### src/rtl/mmio_responder_if.sv
// CPU data-port and byte-drain signals for mmio_responder.
// The slave modport is the responder side; the master modport is the CPU/sink side.
interface mmio_responder_if;
    logic        MemWrite;
    logic [31:0] ALUResult;
    logic [31:0] WriteData;
    logic [31:0] ReadData;
    logic        sel;
    logic        out_valid;
    logic [7:0]  out_data;
    logic        out_ready;
    logic        irq;

    modport slave (
        input  MemWrite, ALUResult, WriteData, out_ready,
        output ReadData, sel, out_valid, out_data, irq
    );

    modport master (
        output MemWrite, ALUResult, WriteData, out_ready,
        input  ReadData, sel, out_valid, out_data, irq
    );
endinterface

### src/rtl/mmio_responder.sv
// MMIO peripheral on the CPU data port: byte-output FIFO with ready/valid drain,
// free-running timer with compare match, and a level interrupt.
module mmio_responder #(
    parameter logic [31:0] BASE_ADDR  = 32'hFFFF_0000,
    parameter int unsigned FIFO_DEPTH = 4,
    parameter int unsigned TIMER_W    = 32
) (
    input logic               clk,
    input logic               reset,
    mmio_responder_if.slave   bus
);

    localparam int unsigned PtrW = (FIFO_DEPTH > 1) ? $clog2(FIFO_DEPTH) : 1;
    localparam int unsigned CntW = $clog2(FIFO_DEPTH + 1);

    localparam logic [5:0] OffTxdata = 6'h00;
    localparam logic [5:0] OffStatus = 6'h01;
    localparam logic [5:0] OffTimer  = 6'h02;
    localparam logic [5:0] OffTcmp   = 6'h03;
    localparam logic [5:0] OffCtrl   = 6'h04;

    logic [7:0]         mem_q [FIFO_DEPTH];
    logic [PtrW-1:0]    wr_ptr_q, wr_ptr_d;
    logic [PtrW-1:0]    rd_ptr_q, rd_ptr_d;
    logic [CntW-1:0]    count_q, count_d;
    logic               ovf_q, ovf_d;
    logic               match_q, match_d;
    logic [TIMER_W-1:0] timer_q, timer_d;
    logic [TIMER_W-1:0] tcmp_q, tcmp_d;
    logic               ten_q, ten_d;
    logic               ie_q, ie_d;

    logic [5:0]  offset;
    logic        wr_en;
    logic        push, push_ok, pop;
    logic        empty, full;
    logic        match_set, ovf_set;
    logic [31:0] status;
    logic [31:0] rdata;
    logic        unused_addr_lsb;

    // Byte lanes of the address are irrelevant: every register is a full word.
    assign unused_addr_lsb = ^bus.ALUResult[1:0];

    assign bus.sel = (bus.ALUResult[31:8] == BASE_ADDR[31:8]);
    assign offset  = bus.ALUResult[7:2];
    assign wr_en   = bus.MemWrite & bus.sel;

    assign empty   = (count_q == '0);
    assign full    = (count_q == CntW'(FIFO_DEPTH));
    assign pop     = bus.out_valid & bus.out_ready;
    assign push    = wr_en & (offset == OffTxdata);
    // A full FIFO still takes a byte when the head leaves in the same cycle.
    assign push_ok = push & (~full | pop);
    assign ovf_set = push & full & ~pop;

    assign match_set = ten_q & (timer_q == tcmp_q);

    assign bus.out_valid = ~empty;
    assign bus.out_data  = empty ? 8'h00 : mem_q[rd_ptr_q];
    assign bus.irq       = ie_q & match_q;

    always_comb begin
        status       = '0;
        status[0]    = empty;
        status[1]    = full;
        status[2]    = ovf_q;
        status[3]    = match_q;
        status[11:8] = 4'(count_q);
    end

    always_comb begin
        wr_ptr_d = wr_ptr_q;
        rd_ptr_d = rd_ptr_q;
        count_d  = count_q;
        if (push_ok) begin
            wr_ptr_d = wr_ptr_q + PtrW'(1);
        end
        if (pop) begin
            rd_ptr_d = rd_ptr_q + PtrW'(1);
        end
        if (push_ok && !pop) begin
            count_d = count_q + CntW'(1);
        end else if (pop && !push_ok) begin
            count_d = count_q - CntW'(1);
        end
    end

    // Sticky flags: a hardware set beats a CPU clear in the same cycle.
    always_comb begin
        ovf_d   = ovf_q;
        match_d = match_q;
        if (wr_en && offset == OffStatus) begin
            if (bus.WriteData[2]) ovf_d = 1'b0;
            if (bus.WriteData[3]) match_d = 1'b0;
        end
        if (ovf_set) ovf_d = 1'b1;
        if (match_set) match_d = 1'b1;
    end

    always_comb begin
        timer_d = timer_q;
        tcmp_d  = tcmp_q;
        ten_d   = ten_q;
        ie_d    = ie_q;
        if (wr_en && offset == OffTimer) begin
            timer_d = bus.WriteData[TIMER_W-1:0];
        end else if (ten_q) begin
            timer_d = timer_q + TIMER_W'(1);
        end
        if (wr_en && offset == OffTcmp) begin
            tcmp_d = bus.WriteData[TIMER_W-1:0];
        end
        if (wr_en && offset == OffCtrl) begin
            ten_d = bus.WriteData[0];
            ie_d  = bus.WriteData[1];
        end
    end

    always_comb begin
        rdata = '0;
        if (bus.sel) begin
            case (offset)
                OffStatus: rdata = status;
                OffTimer:  rdata = 32'(timer_q);
                OffTcmp:   rdata = 32'(tcmp_q);
                OffCtrl:   rdata = {30'd0, ie_q, ten_q};
                default:   rdata = '0;
            endcase
        end
    end

    assign bus.ReadData = rdata;

    always_ff @(posedge clk or negedge reset) begin
        if (!reset) begin
            for (int i = 0; i < FIFO_DEPTH; i++) begin
                mem_q[i] <= '0;
            end
            wr_ptr_q <= '0;
            rd_ptr_q <= '0;
            count_q  <= '0;
            ovf_q    <= 1'b0;
            match_q  <= 1'b0;
            timer_q  <= '0;
            tcmp_q   <= '1;
            ten_q    <= 1'b0;
            ie_q     <= 1'b0;
        end else begin
            if (push_ok) begin
                mem_q[wr_ptr_q] <= bus.WriteData[7:0];
            end
            wr_ptr_q <= wr_ptr_d;
            rd_ptr_q <= rd_ptr_d;
            count_q  <= count_d;
            ovf_q    <= ovf_d;
            match_q  <= match_d;
            timer_q  <= timer_d;
            tcmp_q   <= tcmp_d;
            ten_q    <= ten_d;
            ie_q     <= ie_d;
        end
    end

endmodule

### src/flat_wrapper.sv
// flat-port wrapper written by rule: the top's interface ports become plain ports
module mmio_responder_flat 
#(
    parameter logic [31:0] BASE_ADDR  = 32'hFFFF_0000,
    parameter int unsigned FIFO_DEPTH = 4,
    parameter int unsigned TIMER_W    = 32
)
  (clk, reset, bus_MemWrite, bus_ALUResult, bus_WriteData, bus_out_ready, bus_ReadData, bus_sel, bus_out_valid, bus_out_data, bus_irq);
  mmio_responder_if bus_i ();
  input logic clk;
  input logic reset;
  input wire logic [$bits(bus_i.MemWrite)-1:0] bus_MemWrite;
  input wire logic [$bits(bus_i.ALUResult)-1:0] bus_ALUResult;
  input wire logic [$bits(bus_i.WriteData)-1:0] bus_WriteData;
  input wire logic [$bits(bus_i.out_ready)-1:0] bus_out_ready;
  output wire logic [$bits(bus_i.ReadData)-1:0] bus_ReadData;
  output wire logic [$bits(bus_i.sel)-1:0] bus_sel;
  output wire logic [$bits(bus_i.out_valid)-1:0] bus_out_valid;
  output wire logic [$bits(bus_i.out_data)-1:0] bus_out_data;
  output wire logic [$bits(bus_i.irq)-1:0] bus_irq;
  assign bus_i.MemWrite = bus_MemWrite;
  assign bus_i.ALUResult = bus_ALUResult;
  assign bus_i.WriteData = bus_WriteData;
  assign bus_i.out_ready = bus_out_ready;
  assign bus_ReadData = bus_i.ReadData;
  assign bus_sel = bus_i.sel;
  assign bus_out_valid = bus_i.out_valid;
  assign bus_out_data = bus_i.out_data;
  assign bus_irq = bus_i.irq;
  mmio_responder #(.BASE_ADDR(BASE_ADDR), .FIFO_DEPTH(FIFO_DEPTH), .TIMER_W(TIMER_W)) u_core (.clk(clk), .reset(reset), .bus(bus_i));
endmodule
### config.mk
export PLATFORM = sky130hd
export DESIGN_NAME = mmio_responder_flat
export DESIGN_NICKNAME = d
export VERILOG_FILES = /design/src/rtl/mmio_responder_if.sv /design/src/rtl/mmio_responder.sv /design/src/flat_wrapper.sv
export SDC_FILE = /design/constraint.sdc
export NUM_CORES = 1
export LEC_CHECK = 0
export CAP_MARGIN = 20
export CORE_ASPECT_RATIO = 1.5
export CORE_MARGIN = 2
export CORE_UTILIZATION = 45
export CTS_BUF_LIST = sky130_fd_sc_hd__clkbuf_8
export DETAILED_ROUTE_END_ITERATION = 10
export PLACE_DENSITY = 0.67
export SLEW_MARGIN = 20
export SYNTH_ARGS = -nofsm -noshare
export SYNTH_HDL_FRONTEND = slang
export SYNTH_SLANG_ARGS = --single-unit
### constraint.sdc
create_clock -name clk -period 2.7 [get_ports clk]
set_input_delay 0.405 -clock clk [delete_from_list [all_inputs] [get_ports clk]]
set_output_delay 0.405 -clock clk [all_outputs]
set_load 0.05 [all_outputs]
* Word-level counts from Yosys, hierarchy flattened
Cells that the tools add are included.
** Operators by class
- Add/subtract/negate cells :: 5
- Magnitude comparators :: 3
- Equality and inequality tests :: 7
- Muxes and demuxes :: 19
- Bitwise gates (word level) :: 14
- Reduce and logical (&&, ||, !) cells :: 19
** Operators by type and width (count)
- 32-bit case mux with 4 select lines :: 1
- 32-bit two-way mux :: 3
- 32-bit by 1-bit adder with 32-bit output, second input constant :: 1
- 32-bit bitwise mux :: 1
- 32-bit equality test :: 1
- 8-bit two-way mux :: 4
- 24-bit equality test, second input constant :: 1
- 8-bit binary-select mux with 2-bit select :: 1
- 8-bit demux with 2-bit select :: 1
- 6-bit by 2-bit equality test with 1-bit output, second input constant :: 2
- 2-bit nonzero test :: 6
- 1-bit bitwise AND :: 8
- 1-bit logical AND :: 7
- 6-bit by 1-bit equality test with 1-bit output, second input constant :: 1
- 6-bit by 3-bit equality test with 1-bit output, second input constant :: 1
- 3-bit greater-or-equal comparator, second input constant :: 2
- 6-bit zero test :: 1
- 1-bit two-way mux :: 6
- 3-bit two-way mux :: 2
- 2-bit NOT with 3-bit output :: 2
- 2-bit by 1-bit adder with 2-bit output, second input constant :: 2
- 2-bit AND reduction :: 2
- 3-bit by 1-bit adder with 3-bit output, second input constant :: 1
- 3-bit equality test, second input constant :: 1
- 6 further kinds :: 9
** Storage, ports and cells
- Register bits :: 107
- Output and inout port bits :: 43
- Logic and storage cells :: 80

* Logic depth before layout (Yosys ltp)
- Depth after elaboration :: 9
- Gate-level depth with buffers :: 9
- Mapped depth without buffers :: 9

* Least setup slack after synthesis
Ideal clock, no wire load.
- Path kind :: in2out
- Start :: input bus_ALUResult[11]
- End :: output bus_ReadData[30]
- Data arrival time :: 3689 ps
- Slack :: -1394 ps
- Stages on the path :: 5
- Cell sequence :: or4_1 -> or4_4 -> nor2_1 -> nand2_1 -> nor3_1
** Between the ends
- Longest elaborated chain between the ends :: 2
** Ends and longest elaborated chain
- from (decl) :: line flat_wrapper.sv:13 : input wire logic [$bits(bus_i.ALUResult)-1:0] bus_ALUResult;
- 24-bit equality test :: line mmio_responder.sv:45 : assign bus.sel = (bus.ALUResult[31:8] == BASE_ADDR[31:8]);
- net bus_sel :: line flat_wrapper.sv:17 : output wire logic [$bits(bus_i.sel)-1:0] bus_sel;
- 32-bit two-way mux :: line mmio_responder.sv:122 : if (bus.sel) begin
- to (decl) :: line flat_wrapper.sv:16 : output wire logic [$bits(bus_i.ReadData)-1:0] bus_ReadData;
The timed path passes the listed nets, and every way through them passes these cells.

* Worst setup path in the final report
- Start :: input bus_ALUResult[12]
- End :: output bus_ReadData[10]
** Between the ends
- Longest elaborated chain between the ends :: 2
** Ends and longest elaborated chain (line)
- 24-bit equality test :: mmio_responder.sv:45
- 32-bit two-way mux :: mmio_responder.sv:122
Every way passes these cells.

==> results.toml <==
[synthesis]
synth_top_family_by_area = "multiplexers"
synthArstFlopShare = 1.00
syn_inst = 569
mappedNetlistArea_um2 = 6080
syn_area_per_cell_um2 = 10.7
synth.net_count = 644
synth-compound-area-share = 0.0467
synthXorXnorAreaFrac = 0.0993
synth_seq_cells = 107
synthDistinctLibCells = 42
synth_top_flop_cell = "dfrtp_1"
ys_top_cells_by_area = "dfrtp_1, dfstp_2, mux2_2, xnor2_1, mux2i_1"
yosysWarningCount = 0
synth_top_area_cell = "dfrtp_1"
synth-simple-area-share = 0.164
synth_seq_area_share = 0.447
yosys.area_share.adder = 0.0156
synth_edf_count = 0
yosys.area.top_type_share = 0.309
yosys-mux-area-fraction = 0.200

[detailed_routing]
drc = 0
antenna_left = 0
drt-vias-per-instance = 5.57
wl_um = 15400
drtIter0Drc = 140
vias = 4766
drtPass1Iterations = 4
wire_per_inst_um = 18.0

[placement]
gp_congestion = 0.860
portBuffers = 108
dp.cells = 829
hpwl_um = 11300
dpl_cell_area_um2 = 7940

[power]
switching_power_mw = 0.650
p_sw_frac = 0.230
p_int_mw = 2.17
vdd_ir_drop_max_v = 0.000377
power.share.clock = 0.357
p_per_area_nw_per_um2 = 343
seqPwrFrac = 0.569
power_mw = 2.82
power.leakage_nw = 3.48
pwr-share-comb = 0.074

[timing]
rsz0062_at_grt = "true"
post-route-period-util = 1.01
fin_ws_ns = -0.0383
finalSetupViolations = 5
fin_crit_ns = 2.74
clock-skew-final_ns = 0.0119
slew_headroom = 0.545
finalMaxSlewViolations = 0
timing.fmax_ghz = 0.365
hold_viol_final = 0
whs_ns = 0.0573
worst_pin_slew_ns = 0.682

[die]
die_width_um = 98.9
io_pins = 111
num_rows = 52
fp.dieH_um = 146
die-area_um2 = 14500
start_util = 0.456
coreArea_um2 = 13300

[setup_path]
critPathLaunchType = "input port"
path_buf_inv = 4
path_delay_family = "simple AND/OR/NAND/NOR gates"
crit_fanout = 6
crit_required_ns = 2.30
crit_chain = "buf_6 -> or4_4 -> or4_4 -> buf_6 -> nor2_4 -> nand2_8 -> buf_12 -> nor2_4 -> buf_12"
ff2ff_setup_slack_ns = 0.26
crit_path_end_kind = "primary output"
cp_slowest_cell = "or4_4"
critPathKind = "in -> out"
r2r_end = "u_core.count_q[1]$_DFFE_PN0P_"
max_stage_delay_ns = 0.53
reg2reg_depth = 7
rr_startpoint = "u_core.count_q[1]$_DFFE_PN0P_"
crit_arrival_ns = 2.33

[finish]
final_common_cell = "dfrtp_1"
most-common-layout-cells = "dfrtp_1, mux2_2, clkdlybuf4s50_1"
nNetsFinal = 763
instances_no_fill = 856
final_area_um2 = 8230
fillers = 1110
regArea_um2 = 2720
layout-drive-gt1-share = 0.368
area_growth_pct = 35.3
multi_input_area_um2 = 3380

[outcome]
violations = "negative setup slack"
status = "finished, violations left"

[cts]
cts-htree-levels = 3
cts.sinks = 107
path_clk_slew_ns = 0.09
cts_tree = "yes"
clock_latency_ns = 0.37
cts_inserted_buffers = 9
root_buffer = "clkbuf_8"
holdBufCountCts = 0
clockBufferDepth = 2

[run]
cap_violations = 0

[global_route]
use_met2 = 0.409
grt_max_degree = 65
busiest_layer = "met2"
use_met3 = 0.0278
grt_overflow = 0
antenna_found_initial = 1
grtUsageTotal = 0.220
grt_pass1_wl_um = 25400
grt_pass1_vias = 4942
grtUsageMet1 = 0.255

[min_path]
hold_path.class = "in -> async"
## cell usage after synthesis (10+ instances only)
| cell type | instances |
|---|---|
| xnor2_1 | 45 |
| nand2_1 | 15 |
| and2_1 | 10 |
| mux2i_1 | 28 |
| dfrtp_1 | 75 |
| nor3_1 | 13 |
| nand4_1 | 15 |
| nor2_1 | 73 |
| mux2_2 | 66 |
| a21oi_1 | 41 |
| clkbuf_1 | 25 |
| dfstp_2 | 32 |
| xor2_1 | 24 |
| nor4_1 | 13 |
| nand3_1 | 18 |
## cell families after synthesis
logic type                 after synthesis
and+or+nand+nor                        190
DFF                                    107
muxes                                  103
AOI/OAI and AO/OA                       51
adders and majority gates                7
xor gates and xnor gates                69
buffers and inverters                   42
## layer usage
metal / vias to the layer above / share of wire
li1: 2251 / -
met1: 2382 / 0.38
met2: 105 / 0.56
met3: 28 / 0.034
met4: 0 / 0.028
met5: - / 0
## cell type report
class,count,area share
Antenna cell,1,0.000304
Clock buffer,10,0.0167
Clock inverter,6,0.00791
Inverter,6,0.00274
Multi-Input combinational cell,420,0.410
Sequential cell,107,0.330
Tap cell,162,0.0246
Timing Repair Buffer,144,0.207
## metrics by stage
stage | util | setup WS, ns | setup TNS [ns]
2_1_floorplan | - | -0.251 | -0.658
3_3_place_gp | 0.595 | -0.431 | -33.00
3_5_place_dp | 0.595 | -0.500 | -37.62
4_1_cts | 0.613 | -0.0460 | -0.141
5_1_grt | 0.617 | -0.0934 | -0.504
6_report | 0.617 | -0.0383 | -0.156
## flip-flops by register name, indices dropped and copies added (netlist names)
register	cells
u_core.match_q	1
u_core.ten_q	1
u_core.mem_q	32
u_core.ovf_q	1
u_core.rd_ptr_q	2
u_core.ie_q	1
u_core.tcmp_q	32
u_core.timer_q	32
u_core.wr_ptr_q	2
u_core.count_q	3
## worst max-delay path by stage
stage                            from                            end  slack, ns  depth (start not counted)
floorplan            bus_ALUResult[9]  u_core.count_q[2]$_DFFE_PN0P_      -0.25                          9
global placement    bus_ALUResult[28]  u_core.count_q[2]$_DFFE_PN0P_      -0.43                         10
detailed placement  bus_ALUResult[28]  u_core.count_q[2]$_DFFE_PN0P_      -0.50                         10
CTS                 bus_ALUResult[12]               bus_ReadData[30]      -0.05                          8
global route        bus_ALUResult[12]                bus_ReadData[9]      -0.09                          9
finish              bus_ALUResult[12]               bus_ReadData[10]      -0.04                          9
## power by group through the flow
stage / Sequential, mW / Combinational (mW) / Clock [mW]
2_1_floorplan: 1.63 / 0.0487 / 0
3_5_place_dp: 1.63 / 0.214 / 0
4_1_cts: 1.60 / 0.211 / 1.03
3_3_place_gp: 1.63 / 0.211 / 0
6_report: 1.60 / 0.209 / 1.01
5_1_grt: 1.60 / 0.228 / 1.10
## what timing repair did
action                                  in CTS  in global routing
endpoints found under the setup margin      67                 33
gates cloned                                 0                  0
pin swaps                                    7                  6
resized for setup                           28                  6
buffers inserted                             6                  4
No activity file was read; power rests on OpenSTA's default activity.
